**src/rtl/mc_pkg.sv**
```systemverilog
// Shared definitions for the multi-cycle datapath: sequencer states, ALU and
// branch operation codes, the HALT opcode and instruction field positions.
package mc_pkg;

  typedef enum logic [2:0] {
    ST_FETCH  = 3'd0,
    ST_DECODE = 3'd1,
    ST_EXEC   = 3'd2,
    ST_MEM    = 3'd3,
    ST_WB     = 3'd4,
    ST_HALT   = 3'd5
  } mc_state_e;

  // ALU operation codes driven on alu_control
  localparam logic [3:0] ALU_ADD = 4'd0;
  localparam logic [3:0] ALU_SUB = 4'd1;
  localparam logic [3:0] ALU_AND = 4'd2;
  localparam logic [3:0] ALU_OR  = 4'd3;
  localparam logic [3:0] ALU_XOR = 4'd4;
  localparam logic [3:0] ALU_NOR = 4'd5;
  localparam logic [3:0] ALU_SLL = 4'd6;
  localparam logic [3:0] ALU_SRL = 4'd7;
  localparam logic [3:0] ALU_SRA = 4'd8;
  localparam logic [3:0] ALU_SLT = 4'd9;

  // Branch operation codes driven on brOp (any code with bit 2 set is a register-relative jump)
  localparam logic [2:0] BR_NONE   = 3'b000;
  localparam logic [2:0] BR_ALWAYS = 3'b001;
  localparam logic [2:0] BR_A_ZERO = 3'b010;
  localparam logic [2:0] BR_A_NEG  = 3'b011;
  localparam logic [2:0] BR_JREG   = 3'b100;

  localparam logic [5:0] OP_HALT = 6'h3F;

  // Instruction field positions
  localparam int OPC_LSB = 26;
  localparam int RS_LSB  = 22;
  localparam int RT_LSB  = 18;
  localparam int RD_LSB  = 14;

  // Operand A is the register value for plain ALU instructions and register-relative
  // jumps; PC-relative branches add their offset to PC+1 instead.
  function automatic logic op_a_from_reg(input logic [2:0] br_op);
    return (br_op == BR_NONE) || br_op[2];
  endfunction

  // Branch decision, evaluated in WB from the A latch
  function automatic logic branch_taken(input logic [2:0] br_op, input logic a_zero,
                                        input logic a_neg);
    logic taken;
    casez (br_op)
      3'b1??:    taken = 1'b1;
      BR_ALWAYS: taken = 1'b1;
      BR_A_ZERO: taken = a_zero;
      BR_A_NEG:  taken = a_neg;
      default:   taken = 1'b0;
    endcase
    return taken;
  endfunction

endpackage

```
**src/rtl/mc_alu.sv**
```systemverilog
// Combinational ALU with zero/negative/signed-overflow flags. All arithmetic
// wraps modulo 2^DATA_W; shift amounts come from op_b[5:0].
module mc_alu
  import mc_pkg::*;
#(
  parameter int DATA_W = 32
) (
  input  logic [3:0]        alu_control,
  input  logic [DATA_W-1:0] op_a,
  input  logic [DATA_W-1:0] op_b,
  output logic [DATA_W-1:0] result,
  output logic              zero,
  output logic              negative,
  output logic              overflow
);

  logic [DATA_W-1:0] sum;
  logic [DATA_W-1:0] diff;
  logic [5:0]        shamt;

  assign sum   = op_a + op_b;
  assign diff  = op_a - op_b;
  assign shamt = op_b[5:0];

  // Operation select; overflow is only meaningful for ADD and SUB
  always_comb begin
    result   = '0;
    overflow = 1'b0;
    case (alu_control)
      ALU_ADD: begin
        result   = sum;
        overflow = (op_a[DATA_W-1] == op_b[DATA_W-1]) && (sum[DATA_W-1] != op_a[DATA_W-1]);
      end
      ALU_SUB: begin
        result   = diff;
        overflow = (op_a[DATA_W-1] != op_b[DATA_W-1]) && (diff[DATA_W-1] != op_a[DATA_W-1]);
      end
      ALU_AND: result = op_a & op_b;
      ALU_OR:  result = op_a | op_b;
      ALU_XOR: result = op_a ^ op_b;
      ALU_NOR: result = ~(op_a | op_b);
      ALU_SLL: result = op_a << shamt;
      ALU_SRL: result = op_a >> shamt;
      ALU_SRA: result = DATA_W'($signed(op_a) >>> shamt);
      ALU_SLT: result = {{(DATA_W-1){1'b0}}, ($signed(op_a) < $signed(op_b))};
      default: result = '0;
    endcase
  end

  assign zero     = (result == '0);
  assign negative = result[DATA_W-1];

endmodule

```
**src/rtl/multicycle_datapath.sv**
```systemverilog
// Multi-cycle datapath: FETCH/DECODE/EXEC/MEM/WB sequencer, architectural
// latches (PC, IR, A, B, ALUOut, MDR), register file and req/ack memory ports.
// Control inputs come from an external decoder and are sampled DECODE..WB.
// Handshake: a request is held with stable address/data until the matching ack
// arrives (ack may come in the same cycle as the request); an ack seen while the
// request is low is ignored.
module multicycle_datapath
  import mc_pkg::*;
#(
  parameter int DATA_W = 32,
  parameter int ADDR_W = 16,
  parameter int NREGS  = 16
) (
  input  logic              clk,
  input  logic              reset,
  input  logic              updPc,
  input  logic              reg_dst,
  input  logic              wr_reg,
  input  logic [3:0]        alu_control,
  input  logic              alu_src,
  input  logic              immSel,
  input  logic              rdMem,
  input  logic              wrMem,
  input  logic              mToReg,
  input  logic [2:0]        brOp,
  input  logic [3:0]        resultRegInp,
  output logic              imem_req,
  output logic [ADDR_W-1:0] imem_addr,
  input  logic [31:0]       imem_rdata,
  input  logic              imem_ack,
  output logic              dmem_req,
  output logic              dmem_we,
  output logic [ADDR_W-1:0] dmem_addr,
  output logic [DATA_W-1:0] dmem_wdata,
  input  logic [DATA_W-1:0] dmem_rdata,
  input  logic              dmem_ack,
  output logic [5:0]        opcode,
  output logic [5:0]        funct,
  output logic [31:0]       ins,
  output logic [DATA_W-1:0] result_out,
  output logic [DATA_W-1:0] rsOut_out,
  output logic [DATA_W-1:0] resultRegOut,
  output logic              zero,
  output logic              negative,
  output logic              overflow_flag,
  output logic              instr_done,
  output logic              halted,
  output mc_state_e         state_dbg
);

  mc_state_e         state_q, state_d;
  logic [DATA_W-1:0] pc_q, pc_d;
  logic [31:0]       ir_q, ir_d;
  logic [DATA_W-1:0] a_q, a_d;
  logic [DATA_W-1:0] b_q, b_d;
  logic [DATA_W-1:0] aluout_q, aluout_d;
  logic [DATA_W-1:0] mdr_q, mdr_d;
  logic [DATA_W-1:0] result_q, result_d;
  logic              zero_q, zero_d;
  logic              neg_q, neg_d;
  logic              ovf_q, ovf_d;
  logic              instr_done_q, instr_done_d;
  logic              halted_q, halted_d;
  logic [DATA_W-1:0] regs_q [16];
  logic [DATA_W-1:0] regs_d [16];

  logic [3:0]        rs_idx, rt_idx, rd_idx, dest_idx;
  logic [DATA_W-1:0] rs_val, rt_val, dbg_val;
  logic [DATA_W-1:0] imm_ext, pc_plus1, op_a, op_b, wb_data;
  logic [DATA_W-1:0] alu_result;
  logic              alu_zero, alu_neg, alu_ovf;
  logic              taken;

  // Registers at or above NREGS do not exist: they read as zero and ignore writes
  function automatic logic reg_impl(input logic [3:0] idx);
    return 32'(idx) < NREGS;
  endfunction

  assign rs_idx   = ir_q[RS_LSB +: 4];
  assign rt_idx   = ir_q[RT_LSB +: 4];
  assign rd_idx   = ir_q[RD_LSB +: 4];
  assign dest_idx = reg_dst ? rd_idx : rt_idx;

  assign rs_val  = reg_impl(rs_idx) ? regs_q[rs_idx] : '0;
  assign rt_val  = reg_impl(rt_idx) ? regs_q[rt_idx] : '0;
  assign dbg_val = reg_impl(resultRegInp) ? regs_q[resultRegInp] : '0;

  // Jump offsets use the wide field, ordinary immediates the narrow one; both sign-extend
  assign imm_ext  = immSel ? DATA_W'($signed(ir_q[21:0])) : DATA_W'($signed(ir_q[13:0]));
  assign pc_plus1 = pc_q + DATA_W'(1);
  assign op_a     = op_a_from_reg(brOp) ? a_q : pc_plus1;
  assign op_b     = alu_src ? b_q : imm_ext;
  assign wb_data  = mToReg ? mdr_q : aluout_q;
  assign taken    = branch_taken(brOp, (a_q == '0), a_q[DATA_W-1]);

  mc_alu #(.DATA_W(DATA_W)) u_alu (
    .alu_control (alu_control),
    .op_a        (op_a),
    .op_b        (op_b),
    .result      (alu_result),
    .zero        (alu_zero),
    .negative    (alu_neg),
    .overflow    (alu_ovf)
  );

  // Sequencer and latch updates: one phase per cycle, memory phases wait for their ack
  always_comb begin
    state_d      = state_q;
    pc_d         = pc_q;
    ir_d         = ir_q;
    a_d          = a_q;
    b_d          = b_q;
    aluout_d     = aluout_q;
    mdr_d        = mdr_q;
    result_d     = result_q;
    zero_d       = zero_q;
    neg_d        = neg_q;
    ovf_d        = ovf_q;
    instr_done_d = 1'b0;
    halted_d     = halted_q;
    regs_d       = regs_q;
    case (state_q)
      ST_FETCH: begin
        if (updPc && imem_ack) begin
          ir_d    = imem_rdata;
          state_d = ST_DECODE;
        end
      end
      ST_DECODE: begin
        a_d = rs_val;
        b_d = rt_val;
        if (ir_q[OPC_LSB +: 6] == OP_HALT) begin
          state_d  = ST_HALT;
          halted_d = 1'b1;
        end else begin
          state_d = ST_EXEC;
        end
      end
      ST_EXEC: begin
        aluout_d = alu_result;
        zero_d   = alu_zero;
        neg_d    = alu_neg;
        ovf_d    = alu_ovf;
        if (rdMem || wrMem) begin
          state_d = ST_MEM;
        end else begin
          state_d      = ST_WB;
          instr_done_d = 1'b1;
        end
      end
      ST_MEM: begin
        if (dmem_ack) begin
          if (rdMem) mdr_d = dmem_rdata;
          state_d      = ST_WB;
          instr_done_d = 1'b1;
        end
      end
      ST_WB: begin
        result_d = wb_data;
        if (wr_reg && reg_impl(dest_idx)) regs_d[dest_idx] = wb_data;
        pc_d    = taken ? aluout_q : pc_plus1;
        state_d = ST_FETCH;
      end
      ST_HALT: begin
        state_d = ST_HALT;
      end
      default: begin
        state_d = ST_FETCH;
      end
    endcase
  end

  // State and latch registers; reset clears everything and aborts any transaction
  always_ff @(posedge clk or posedge reset) begin
    if (reset) begin
      state_q      <= ST_FETCH;
      pc_q         <= '0;
      ir_q         <= '0;
      a_q          <= '0;
      b_q          <= '0;
      aluout_q     <= '0;
      mdr_q        <= '0;
      result_q     <= '0;
      zero_q       <= 1'b0;
      neg_q        <= 1'b0;
      ovf_q        <= 1'b0;
      instr_done_q <= 1'b0;
      halted_q     <= 1'b0;
      for (int i = 0; i < 16; i++) regs_q[i] <= '0;
    end else begin
      state_q      <= state_d;
      pc_q         <= pc_d;
      ir_q         <= ir_d;
      a_q          <= a_d;
      b_q          <= b_d;
      aluout_q     <= aluout_d;
      mdr_q        <= mdr_d;
      result_q     <= result_d;
      zero_q       <= zero_d;
      neg_q        <= neg_d;
      ovf_q        <= ovf_d;
      instr_done_q <= instr_done_d;
      halted_q     <= halted_d;
      regs_q       <= regs_d;
    end
  end

  // Requests decode straight from the state register so reset drops them immediately
  assign imem_req   = (state_q == ST_FETCH) && updPc && !reset;
  assign imem_addr  = pc_q[ADDR_W-1:0];
  assign dmem_req   = (state_q == ST_MEM);
  assign dmem_we    = (state_q == ST_MEM) && wrMem;
  assign dmem_addr  = aluout_q[ADDR_W-1:0];
  assign dmem_wdata = b_q;

  assign opcode        = ir_q[OPC_LSB +: 6];
  assign funct         = ir_q[5:0];
  assign ins           = ir_q;
  assign result_out    = result_q;
  assign rsOut_out     = a_q;
  assign resultRegOut  = dbg_val;
  assign zero          = zero_q;
  assign negative      = neg_q;
  assign overflow_flag = ovf_q;
  assign instr_done    = instr_done_q;
  assign halted        = halted_q;
  assign state_dbg     = state_q;

endmodule

```
**config.mk**
```make
export PLATFORM = sky130hd
export DESIGN_NAME = multicycle_datapath
export DESIGN_NICKNAME = d
export VERILOG_FILES = /design/src/rtl/mc_pkg.sv /design/src/rtl/mc_alu.sv /design/src/rtl/multicycle_datapath.sv
export SDC_FILE = /design/constraint.sdc
export NUM_CORES = 2
export LEC_CHECK = 0
export CORE_UTILIZATION = 42
export CTS_BUF_LIST = sky130_fd_sc_hd__clkbuf_8
export DETAILED_ROUTE_END_ITERATION = 16
export PLACE_DENSITY = 0.61
export SYNTH_ARGS = -nofsm -noshare
export SYNTH_HDL_FRONTEND = slang
export SYNTH_HIERARCHICAL = 1
export SYNTH_SLANG_ARGS = --single-unit
```
**constraint.sdc**
```tcl
create_clock -name clk -period 56.9 [get_ports clk]
set_input_delay 14.225 -clock clk [delete_from_list [all_inputs] [get_ports clk]]
set_output_delay 14.225 -clock clk [all_outputs]
set_load 0.01 [all_outputs]
```
# [After elaboration in Yosys (flattened, before gate mapping)]
# Index checks and enable logic that the tools add are counted.
[op_classes] bitwise=8 shift=3 n_lt_le_gt_ge=6 n_mux=29 eq_ne=24 addsub=3 reduce_logical=21
[ops] cell="bitwise mux 512 bit" count=1
[ops] cell="binary-select mux 32 bit (select 4 bit)" count=3
[ops] cell="two-way mux 32 bit" count=12
[ops] cell="one-hot mux 32 bit (10 select lines)" count=1
[ops] cell="demux 32 bit (select 4 bit)" count=1
[ops] cell="zero test 32 bit" count=2
[ops] cell="adder 32 x 1 -> 32 bit, second input constant" count=1
[ops] cell="adder 32 bit" count=1
[ops] cell="bitwise AND 32 bit" count=1
[ops] cell="less-than comparator 32 bit" count=1
[ops] cell="inverter 32 bit" count=1
[ops] cell="bitwise OR 32 bit" count=1
[ops] cell="left shift 32 x 6 -> 32 bit" count=1
[ops] cell="right shift 32 x 6 -> 32 bit" count=1
[ops] cell=">>> shifter 32 x 6 -> 32 bit" count=1
[ops] cell="subtractor 32 bit" count=1
[ops] cell="XOR 32 bit" count=1
[ops] cell="greater-or-equal comparator 5 bit, second input constant" count=4
[ops] cell="inverter 4 -> 5 bit" count=4
[ops] cell="equality test 4 x 3 -> 1 bit, second input constant" count=4
[ops] cell="one-hot mux 3 bit (5 select lines)" count=1
[ops] cell="equality test 3 x 2 -> 1 bit, second input constant" count=4
[ops] cell="two-way mux 3 bit" count=4
[ops] cell="equality test 4 x 2 -> 1 bit, second input constant" count=2
[ops] cell="22 further kinds" count=40
[totals] input_bits=87 elab_cells=123 register_bits=744 output_inout_bits=215

# [Depth between registers and ports, before layout]
[depth] depth_word=7 depth_mapped=24 ltp_nobuf=20

# [By module]
# Netlist, hierarchy kept.
[by_module_without_submodules] mod="multicycle_datapath" area_per_inst_um2=40572.7 cells_per_inst=3280 instances=1 seq_area_each_um2=18617.9
[by_module_without_submodules] mod="mc_alu" area_per_inst_um2=10460.0 cells_per_inst=1539 instances=1 seq_area_each_um2=0.0

# [Worst setup path before layout]
# Ideal clock, no wire load.
[synth_path] path_type="input to output" from="input resultRegInp[0]" to="output resultRegOut[11]" path_buffers=2 t_required_ns=42.675 stages=4 path_slack_ns=26.580 arrival_ns=16.095 cell_sequence="buf_2 -> buf_1 -> mux4_2 -> mux4_2"
[synth_between] elab_chain_cells=4
[synth_rtl] element="start: declaration" line_no="multicycle_datapath.sv:26" text="input logic [3:0] resultRegInp,"
[synth_rtl] element="inverter 4 -> 5 bit (implied by the code)" line_no="multicycle_datapath.sv:86" text="assign dbg_val = reg_impl(resultRegInp) ? regs_q[resultRegInp] : '0;"
[synth_rtl] element="binary-select mux 32 bit (select 4 bit)" line_no="multicycle_datapath.sv:86"
[synth_rtl] element="two-way mux 32 bit (implied by the code) (2 in a row)" line_no="multicycle_datapath.sv:86"
[synth_rtl] element="end: declaration" line_no="multicycle_datapath.sv:42" text="output logic [DATA_W-1:0] resultRegOut,"
# No other way between the ends. The select of a mux whose other input is x is not followed.

# [Worst setup path in the final report]
[layout_path] from="input resultRegInp[0]" to="output resultRegOut[29]"
# The elaborated chain is that of the path after synthesis.

==> metrics.txt <==
most used cell, CP=mux4_2; Setup Fix Bufs, Post-CTS=0; worst skew pair latency=860 ps; Yosys warnings=6; status=completed; antenna violations before repair=11; Final Power=3400 µW; Avg Inst Size Synth=10.6 µm²; Required @ worst endpoint=42670 ps; synthesis-to-layout area growth=13.4%; pwr/cell area=58.7 nW/µm²; DP HPWL=135000 µm; CTS tree=done; RSZ-0062 raised after global routing=no; Reg2Reg Setup Slack=49690 ps; post-synth top area share=36.5%; GRT met3 Usage=8.73%; IO Count=302; worst-path fanout max=87; drc violations=0; htree depth=4; synthesized area=51000 µm²; die span in x=351 µm; clock sink count=744; Worst EP arrival=17620 ps; clock root buffer=clkbuf_8; fin. max-slew vios=0; worst hold-check path type=reg -> reg; synth unique cells=91; Tot GR Track Use=32.2%; number of vias per cell=6.54; Final Hold Fails=0; r2r worst-path depth=19; first-pass GRT wire length=290000 µm; Top FF cell, synth=dfrtp_1; crit path cell chain=buf_8, buf_4, mux4_2, mux4_2, clkdlybuf4s50_1; Static Leak=0.0236 µW; critical path class=in -> out; Cells after Synth=4819; FP Rows=127; Hold-fix buffers, CTS=0; main area contributors after synthesis=dfrtp_1 (36%), mux4_2 (23%), mux2_2 (4.8%); crit start category=primary input; Setup Skew=42.9 ps; fmax=0.0314 GHz; via count=43196; # Max-Cap Violations=0; number of gates on the worst path with buffers counted=5; Mapped Nets=5009; CP peak stage delay=830 ps; routability cong.=1.06; final wirelength=198000 µm; layout cell share with drive strength beyond 1=23.2%; maximum clock insertion buffer count=3; global routing met1 resource utilization=43.7%; sequential area share after synthesis=36.5%; DR iter-0 viols=5311; largest net degree at the start of global routing=164; drt pass-1 iters=6; GRT overflow=0; min Tclk post-route=31850 ps; number of global-route vias before repair=41420; CP top delay family=buffers and inverters; met2 usage=48.2%; Tightest Pin Transition=1320 ps; Peak VDD IR=54.0 µV; crit end category=output port; reg-to-reg endpoint=zero; Hold Path Stages=1; WL per Instance=30.0 µm; Net count, final=5095; crit path to=resultRegOut[29]; PortBufs=301; Synth top cells by count=dfrtp_1 (744), nand2_1 (546), mux4_2 (513); grt peak-use layer=met2; FF-to-FF Start=pc_q[4]; setup_tns=0 ps; die area=123000 µm²; fin crit share=56.0%; Post-synth ARST share=100%; Starting Density=42.5%; post_cts resized=0; Post-synth EDFFs=0; Yosys top cell by area=dfrtp_1; slowest CP cell=buf_4; Std-Cell Core Area=120000 µm²; critical path startpoint=resultRegInp[0]; cell with the most instances after synthesis=dfrtp_1; final setup vio count=0; max_slew headroom=9.24%; CTS Buf Count=133; critical path buffer and inverter count=3; Die Height=351 µm; ANT nets after route=0; flops & latches, synth=744; clk slew on worst S/H paths=50 ps
[area by class of cell]
type                       instances  area (µm²)
fill                           11129       62200
multi-input combinational       3478       30000
sequential                       744       18600
timing repair buffer             436        4060
clock buffer                     164        2260
tap                             1612        2020
clock inverter                    61         435
inverter                         112         428
antenna                            2        5.00
[per-stage QoR]
step                      setup WS, ps  std cells  instance area (µm²)  hold WS [ps]  util, %
after floorplan                  21800       4819                51000           477        -
after global placement           25040       6382                55200           456     45.9
after detailed placement         24960       6382                55200           458     45.9
after CTS                        24960       6607                57900           470     48.2
after global routing             24830       6608                57900           494     48.2
final                            25050       6609                57900           469     48.2
[routing by layer]
metal | vias up | part of all wire [%]
met5 | - | 0.012
met2 | 2508 | 45
met1 | 21905 | 40
li1 | 18318 | -
met3 | 461 | 11
met4 | 4 | 4.6
[logic make-up after synthesis]
kind of cell	after synthesis	synth area share [%]
muxes	831	29.4
DFF	744	36.5
buffers and inverters	597	5.03
adders and majority gates	103	2.55
AOI/OAI and AO/OA	1242	14.8
xor gates and xnor gates	40	0.686
and+or+nand+nor	1262	11.0
[worst min path at each step]
| stage | startpoint | end | slack, ps |
|---|---|---|---|
| after floorplan | regs_q[160] | regs_q[160] | 480 |
| after global placement | halted | halted | 460 |
| after detailed placement | halted | halted | 460 |
| after CTS | halted | halted | 470 |
| after global routing | halted | halted | 490 |
| final | halted | halted | 470 |
[power breakdown]
part	internal (µW)	switching (µW)	leakage, µW	total (µW)
Clock	279	238	0.00150	517
Combinational	814	1070	0.0121	1880
Sequential	719	274	0.00992	993
Total	1810	1580	0.0236	3400
[registers in the layout, indices dropped and copies added, names as in the netlist]
register and flops:
aluout_q 32, halted 1, mdr_q 32, dmem_wdata 32, pc_q 32, result_out 32
zero 1, regs_q 512, negative 1, state_dbg 3, overflow_flag 1, instr_done 1
rsOut_out 32, ins 32
[cell usage in the layout (no fill, tap or decap), drive strengths merged, types with 16 or more instances in the layout]
| cell | count |
|---|---|
| nor4 | 33 |
| o211ai | 36 |
| ha | 101 |
| mux2i | 99 |
| a31oi | 21 |
| and3 | 16 |
| o22ai | 29 |
| o31ai | 29 |
| o21ai | 471 |
| clkdlybuf4s50 | 294 |
| clkinv | 17 |
| inv | 148 |
| nand3 | 79 |
| nand2 | 546 |
| mux2 | 219 |
| buf | 142 |
| a211oi | 30 |
| o221ai | 17 |
| xor2 | 24 |
| xnor2 | 16 |
| a22oi | 33 |
| a221oi | 23 |
| nor2b | 25 |
| a21o | 29 |
| nand4 | 35 |
| nand2b | 26 |
| dfrtp | 744 |
| a2bb2oi | 19 |
| a21oi | 352 |
| nor3 | 48 |
| or4 | 20 |
| nor2 | 362 |
| clkbuf | 164 |
| mux4 | 513 |
[worst reg2reg max path: stages, from the launching register on]
cell and delay (ps):
dfrtp_1 560, nand4_1 450, nor4_4 390, buf_4 250
nand4_1 200, xor2_1 360, o21ai_2 70, buf_4 250
inv_1 280, nor3_1 90, buf_4 190, a2111oi_0 870
o211ai_1 370, a2111o_1 550, or4_1 430, or4_1 420
nor4_1 820, nand4b_1 210, nor3_2 210, mux2_2 180
(Power assumes the default switching activity.)
